--- config.mk ---
export PLATFORM = sky130hd
export DESIGN_NAME = core_phase_sequencer
export DESIGN_NICKNAME = d
export VERILOG_FILES = /design/src/rtl/core_phase_sequencer_pkg.sv /design/src/rtl/core_phase_sequencer_watchdog.sv /design/src/rtl/core_phase_sequencer.sv
export SDC_FILE = /design/constraint.sdc
export NUM_CORES = 1
export LEC_CHECK = 0
export ABC_AREA = 1
export CAP_MARGIN = 15
export CORE_MARGIN = 5
export CORE_UTILIZATION = 25
export DETAILED_ROUTE_END_ITERATION = 8
export HOLD_SLACK_MARGIN = 0.06
export PLACE_DENSITY = 0.5
export REMOVE_ABC_BUFFERS = 1
export SYNTH_ARGS = -nofsm -noshare
export SYNTH_HDL_FRONTEND = slang
export SYNTH_SLANG_ARGS = --single-unit
--- constraint.sdc ---
create_clock -name clk -period 3.2 [get_ports clk]
set_input_delay 0.96 -clock clk [delete_from_list [all_inputs] [get_ports clk]]
set_output_delay 0.96 -clock clk [all_outputs]
set_load 0.005 [all_outputs]
--- src/rtl/core_phase_sequencer_pkg.sv ---
// Shared definitions for the multi-cycle core phase sequencer.
//   CORE_XLEN : default datapath width (counter read ports are 2*CORE_XLEN wide)
//   phase_e   : 3-bit phase encoding, also used by debug/trace logic
package core_phase_sequencer_pkg;

  localparam int CORE_XLEN = 32;

  typedef enum logic [2:0] {
    PH_IDLE    = 3'd0,
    PH_FETCH   = 3'd1,
    PH_DECODE  = 3'd2,
    PH_EXECUTE = 3'd3,
    PH_MEMACC  = 3'd4,
    PH_WB      = 3'd5,
    PH_HALT    = 3'd6
  } phase_e;

endpackage

--- src/rtl/core_phase_sequencer_watchdog.sv ---
// Stall watchdog for the phase sequencer.
// Counts consecutive stalled cycles in the current phase and raises a sticky
// error once the count reaches STALL_TIMEOUT. It never forces an advance.
// Ports:
//   clk, rst_n   : clock, asynchronous active-low reset
//   stalled      : current stage held this cycle
//   advance      : current stage moves on this cycle (clears the run)
//   timeout_err  : sticky, cleared only by rst_n
module core_phase_sequencer_watchdog #(
  parameter int STALL_TIMEOUT = 256
) (
  input  logic clk,
  input  logic rst_n,
  input  logic stalled,
  input  logic advance,
  output logic timeout_err
);

  localparam logic [15:0] LIMIT = 16'(STALL_TIMEOUT);

  logic [15:0] stall_run_q, stall_run_d;
  logic        err_q, err_d;

  always_comb begin
    stall_run_d = stall_run_q;
    if (advance) begin
      stall_run_d = 16'd0;
    end else if (stalled && (stall_run_q != LIMIT)) begin
      // Saturate at the limit so a stuck stage cannot wrap the counter.
      stall_run_d = stall_run_q + 16'd1;
    end
    err_d = err_q | (stall_run_d == LIMIT);
  end

  always_ff @(posedge clk or negedge rst_n) begin
    if (!rst_n) begin
      stall_run_q <= 16'd0;
      err_q       <= 1'b0;
    end else begin
      stall_run_q <= stall_run_d;
      err_q       <= err_d;
    end
  end

  assign timeout_err = err_q;

endmodule

--- src/rtl/core_phase_sequencer.sv ---
// Core control FSM for the multi-cycle RV32 core.
// Walks one instruction through FETCH->DECODE->EXECUTE->MEMACC->WB, drives the
// one-hot phase strobes, honours per-stage stalls, halts at instruction
// boundaries and keeps cycle/instret counters.
// Ports:
//   clk, rst_n                    : clock, asynchronous active-low reset
//   run_en                        : leave IDLE (sampled only in IDLE)
//   halt_req                      : halt at next WB exit, resume when low
//   stall_fetch/decode/execute/memoryaccess : per-stage hold requests
//   phase_*                       : one-hot strobes decoded from registered state
//   halted                        : parked in HALT
//   cycle_cnt, instret_cnt        : 2*XLEN wrapping counters
//   timeout_err                   : sticky stall-timeout flag
// Valid/ready: each stage's stall_* acts as a "not ready" for the active phase
// only; the phase advances on the first posedge where its own stall is low.
module core_phase_sequencer
  import core_phase_sequencer_pkg::*;
#(
  parameter int XLEN          = CORE_XLEN,
  parameter int STALL_TIMEOUT = 256
) (
  input  logic              clk,
  input  logic              rst_n,
  input  logic              run_en,
  input  logic              halt_req,
  input  logic              stall_fetch,
  input  logic              stall_decode,
  input  logic              stall_execute,
  input  logic              stall_memoryaccess,
  output logic              phase_fetch,
  output logic              phase_decode,
  output logic              phase_execute,
  output logic              phase_memoryaccess,
  output logic              phase_writeback,
  output logic              halted,
  output logic [2*XLEN-1:0] cycle_cnt,
  output logic [2*XLEN-1:0] instret_cnt,
  output logic              timeout_err
);

  localparam int CW = 2 * XLEN;

  phase_e          state_q, state_d;
  logic            stalled, advance, in_stage;
  logic [CW-1:0]   cycle_cnt_q, cycle_cnt_d;
  logic [CW-1:0]   instret_cnt_q, instret_cnt_d;

  always_comb begin
    state_d  = state_q;
    stalled  = 1'b0;
    advance  = 1'b0;
    in_stage = 1'b1;
    case (state_q)
      PH_IDLE: begin
        in_stage = 1'b0;
        if (run_en) state_d = PH_FETCH;
      end
      PH_FETCH: begin
        if (stall_fetch) stalled = 1'b1;
        else begin state_d = PH_DECODE; advance = 1'b1; end
      end
      PH_DECODE: begin
        if (stall_decode) stalled = 1'b1;
        else begin state_d = PH_EXECUTE; advance = 1'b1; end
      end
      PH_EXECUTE: begin
        if (stall_execute) stalled = 1'b1;
        else begin state_d = PH_MEMACC; advance = 1'b1; end
      end
      PH_MEMACC: begin
        if (stall_memoryaccess) stalled = 1'b1;
        else begin state_d = PH_WB; advance = 1'b1; end
      end
      PH_WB: begin
        // halt_req is only looked at here, so an instruction always completes.
        advance = 1'b1;
        state_d = halt_req ? PH_HALT : PH_FETCH;
      end
      PH_HALT: begin
        in_stage = 1'b0;
        if (!halt_req) state_d = PH_FETCH;
      end
      default: begin
        in_stage = 1'b0;
        state_d  = PH_IDLE;
      end
    endcase

    cycle_cnt_d   = cycle_cnt_q + {{(CW-1){1'b0}}, in_stage};
    instret_cnt_d = instret_cnt_q + {{(CW-1){1'b0}}, (state_q == PH_WB)};
  end

  always_ff @(posedge clk or negedge rst_n) begin
    if (!rst_n) begin
      state_q       <= PH_IDLE;
      cycle_cnt_q   <= '0;
      instret_cnt_q <= '0;
    end else begin
      state_q       <= state_d;
      cycle_cnt_q   <= cycle_cnt_d;
      instret_cnt_q <= instret_cnt_d;
    end
  end

  core_phase_sequencer_watchdog #(
    .STALL_TIMEOUT(STALL_TIMEOUT)
  ) u_watchdog (
    .clk         (clk),
    .rst_n       (rst_n),
    .stalled     (stalled),
    .advance     (advance),
    .timeout_err (timeout_err)
  );

  // Strobes come straight from the state register, so reset clears them at once.
  assign phase_fetch        = (state_q == PH_FETCH);
  assign phase_decode       = (state_q == PH_DECODE);
  assign phase_execute      = (state_q == PH_EXECUTE);
  assign phase_memoryaccess = (state_q == PH_MEMACC);
  assign phase_writeback    = (state_q == PH_WB);
  assign halted             = (state_q == PH_HALT);
  assign cycle_cnt          = cycle_cnt_q;
  assign instret_cnt        = instret_cnt_q;

endmodule

==> run_results.csv <==
group,metric,value,unit
run_status,outcome,"completed",
timing,drv_slew,0,
yosys,yosysSeqAreaShare,0.443,
yosys,synth_cells,1003,
global_routing,grt_usage,0.140,
place,dpl.hpwl,20500,µm
finish,drive_gt1_frac,0.0943,
min_path,hold_class,"in2async",
place,io_buffers,142,
yosys,synth-seq-cells,148,
global_routing,grt-ovfl-total,0,
timing,skew,14.6,ps
yosys,synth.yosys.warnings,0,
place,globalplace.congestion,0.897,
global_routing,antenna_found_initial,0,
clock_tree,cts_hold_buf,0,
critical_path,path_cells,"inv_2 -> nor3_1 -> clkdlybuf4s50_1",
floorplanning,pin_count,143,
critical_path,crit_family,"buffers and inverters",
finish,fin_util,0.329,
global_routing,grt_pass1_vias,7219,
critical_path,cpPeakStageDelay,590,ps
clock_tree,cts_tree,"done",
floorplanning,start_util,0.251,
finish,diodes,0,
timing,timing.fmax,0.332,GHz
drt,detail-route-antenna-nets,0,
floorplanning,fp.dieArea,37200,µm²
yosys,synth_edf_count,0,
timing,max-slew-margin-rel,0.613,
finish,fin_area,11000,µm²
critical_path,critPathSlowestCell,"clkdlybuf4s50_1",
finish,areaGrowthSynthToFinish,31.1,%
drt,drt_iter0_markers,451,
global_routing,grt_max_degree,69,
finish,nets,1179,
yosys,avgSynthCellArea,8.34,µm²
clock_tree,cts_setup_buffers,0,
critical_path,critPathMaxFanout,6,
critical_path,worstReg2RegStart,"state_q[1]$_DFFE_PN0P_",
clock_tree,clkSlewWorstSetupHoldPaths,70,ps
pwr,power_leakage,0.00474,µW
yosys,synth.cell_area,8360,µm²
timing,period_share,0.940,
timing,worstMarginPinSlew,575,ps
clock_tree,clock-sinks,148,
timing,hold_violations,0,
critical_path,required,2240,ps
finish,n_fill_cell,3528,
pwr,vdd_drop_max,333,µV
timing,setup_violations,0,
drt,routed_wl,25600,µm
drt,dr_total_vias,7177,
critical_path,path_class,"reg2out",
drt,drc_errors,0,
critical_path,critPathBufInv,2,
critical_path,r2r_setup_slack,270,ps
yosys,synthArstFlopShare,1.00,
drt,drt-pass1-iter-count,7,
clock_tree,clock_path_buffers,2,
critical_path,startpoint_type,"flip-flop",
global_routing,grt_pass1_wl,41500,µm
timing,period_minus_slack,3010,ps
clock_tree,htree_levels,4,
pwr,p_per_area,472,nW/µm²
run,cap_violations,0,
place,placed_area,10400,µm²
clock_tree,cts_made_buffers,17,
floorplanning,row_count,67,
yosys,synth_top_flop_cell,"dfrtp_1",
drt,viasPerCell,4.42,
drt,drt-wirelength-per-cell,15.8,µm
yosys,yosys.cell_types.count,39,
floorplanning,die_h,193,µm
clock_tree,clk-insertion-delay-late,430,ps
floorplanning,die_w,193,µm
critical_path,cp-startpoint,"state_q[1]$_DFFE_PN0P_",
clock_tree,clock-root-buffer,"clkbuf_16",
floorplanning,core_area,33300,µm²
critical_path,arrival,2050,ps
timing,fin_tns_setup,0,ps
critical_path,endpoint_kind,"output port",
timing,rsz0062_at_grt,"false",
[area by class of cell]
type	instances	area, µm²	share of cell area
clock inverter	12	156	0.0143
tap	448	561	0.0511
timing repair buffer	147	1470	0.134
multi-input combinational	709	4100	0.374
sequential	148	3700	0.338
inverter	142	533	0.0486
clock buffer	19	433	0.0395
[metal layers]
layer,wire length [µm],GRT usage,share of wire,vias up
met5,0,0,0,-
met4,276,0.0324,0.011,0
met3,1180,0.0266,0.046,23
met2,12000,0.224,0.47,159
met1,12200,0.197,0.48,3445
li1,-,-,-,3550
[metrics by stage]
step | hold WS (ps) | instances | power, µW | worst slack [ps]
after global routing | 471 | 1625 | 5450 | 45.4
after global placement | 484 | 1594 | 3150 | 197
after floorplan | 457 | 999 | 2700 | 689
after detailed placement | 489 | 1594 | 3160 | 107
final | 450 | 1625 | 5170 | 192
after CTS | 458 | 1625 | 5240 | 89.1
[cells in the mapped netlist, types with 2 or more instances]
library cell	number	area share
nor4_4	2	0.0051
o21ai_0	7	0.0042
dfrtp_1	148	0.44
nor3_1	51	0.031
nand4_1	41	0.031
buf_6	4	0.0054
xnor2_1	43	0.045
nor3_4	3	0.0058
a21oi_1	3	0.0018
ha_1	6	0.0090
inv_1	138	0.062
o21bai_1	2	0.0018
nor3b_1	2	0.0018
nand3_2	8	0.0096
nand3_4	2	0.0042
nand2_1	197	0.088
nor4_1	11	0.0082
nor2_1	120	0.054
nor2_4	9	0.012
nor4_2	2	0.0030
nor2_2	12	0.0090
nand3_1	71	0.042
inv_2	4	0.0018
nand3b_1	2	0.0018
nor3_2	8	0.0096
nand2_2	13	0.0097
xor2_1	81	0.085
nand2_4	2	0.0027
[placed cells by master, fill, tap and decap left out, drive strengths merged]
cell,instances
a21oi,4
and2,1
and3,2
buf,6
bufinv,3
clkbuf,19
clkdlybuf4s50,141
clkinv,4
clkinvlp,4
dfrtp,148
ha,6
inv,143
nand2,212
nand3,81
nand3b,3
nand4,42
nor2,141
nor3,62
nor3b,3
nor4,15
o211ai,1
o21ai,8
o21bai,3
or2,1
xnor2,43
xor2,81
[final timing paths]
check,depth (start not counted),to
min reg2reg,1,instret_cnt[63]$_DFF_PN0_
min,1,instret_cnt[55]$_DFF_PN0_
min in group clk,1,instret_cnt[63]$_DFF_PN0_
max reg2reg,14,cycle_cnt[56]$_DFF_PN0_
max in group asynchronous,2,state_q[0]$_DFFE_PN0P_
max,3,halted
[repair_timing]
action,CTS,global route
endpoints found under the setup margin,0,8
endpoints found under the hold margin,0,0
resized for setup,0,6
[worst register-to-register path, cell delays in order (launching register included)]
cell     delay (ps)
dfrtp_1         510
inv_2           140
nor3_4          190
inv_1            60
nand4_1          90
ha_1            200
ha_1            210
inv_1            60
nor2_2          150
nand2_2         120
nor3b_4         300
nand4_1         220
nor2_1          270
nand3_1         140
xnor2_1         140
[where the power goes]
group          switching, µW  internal, µW  leakage (µW)  total (µW)
Sequential               148          1980       0.00204        2130
Combinational            580           401       0.00243         981
Clock                    838          1220      0.000275        2060
[sequential cells by signal, indices dropped and copies added (netlist names)]
signal / flops
cycle_cnt: 64
instret_cnt: 64
state_q: 3
u_watchdog.stall_run_q: 16
u_watchdog.timeout_err: 1
[cell families after synthesis]
family,synth area share
AOI/OAI and AO/OA,0.0126
xor gates and xnor gates,0.130
adders and majority gates,0.00898
buffers and inverters,0.0691
DFF,0.443
and+or+nand+nor,0.337
Power figures use the tool's default switching activity.
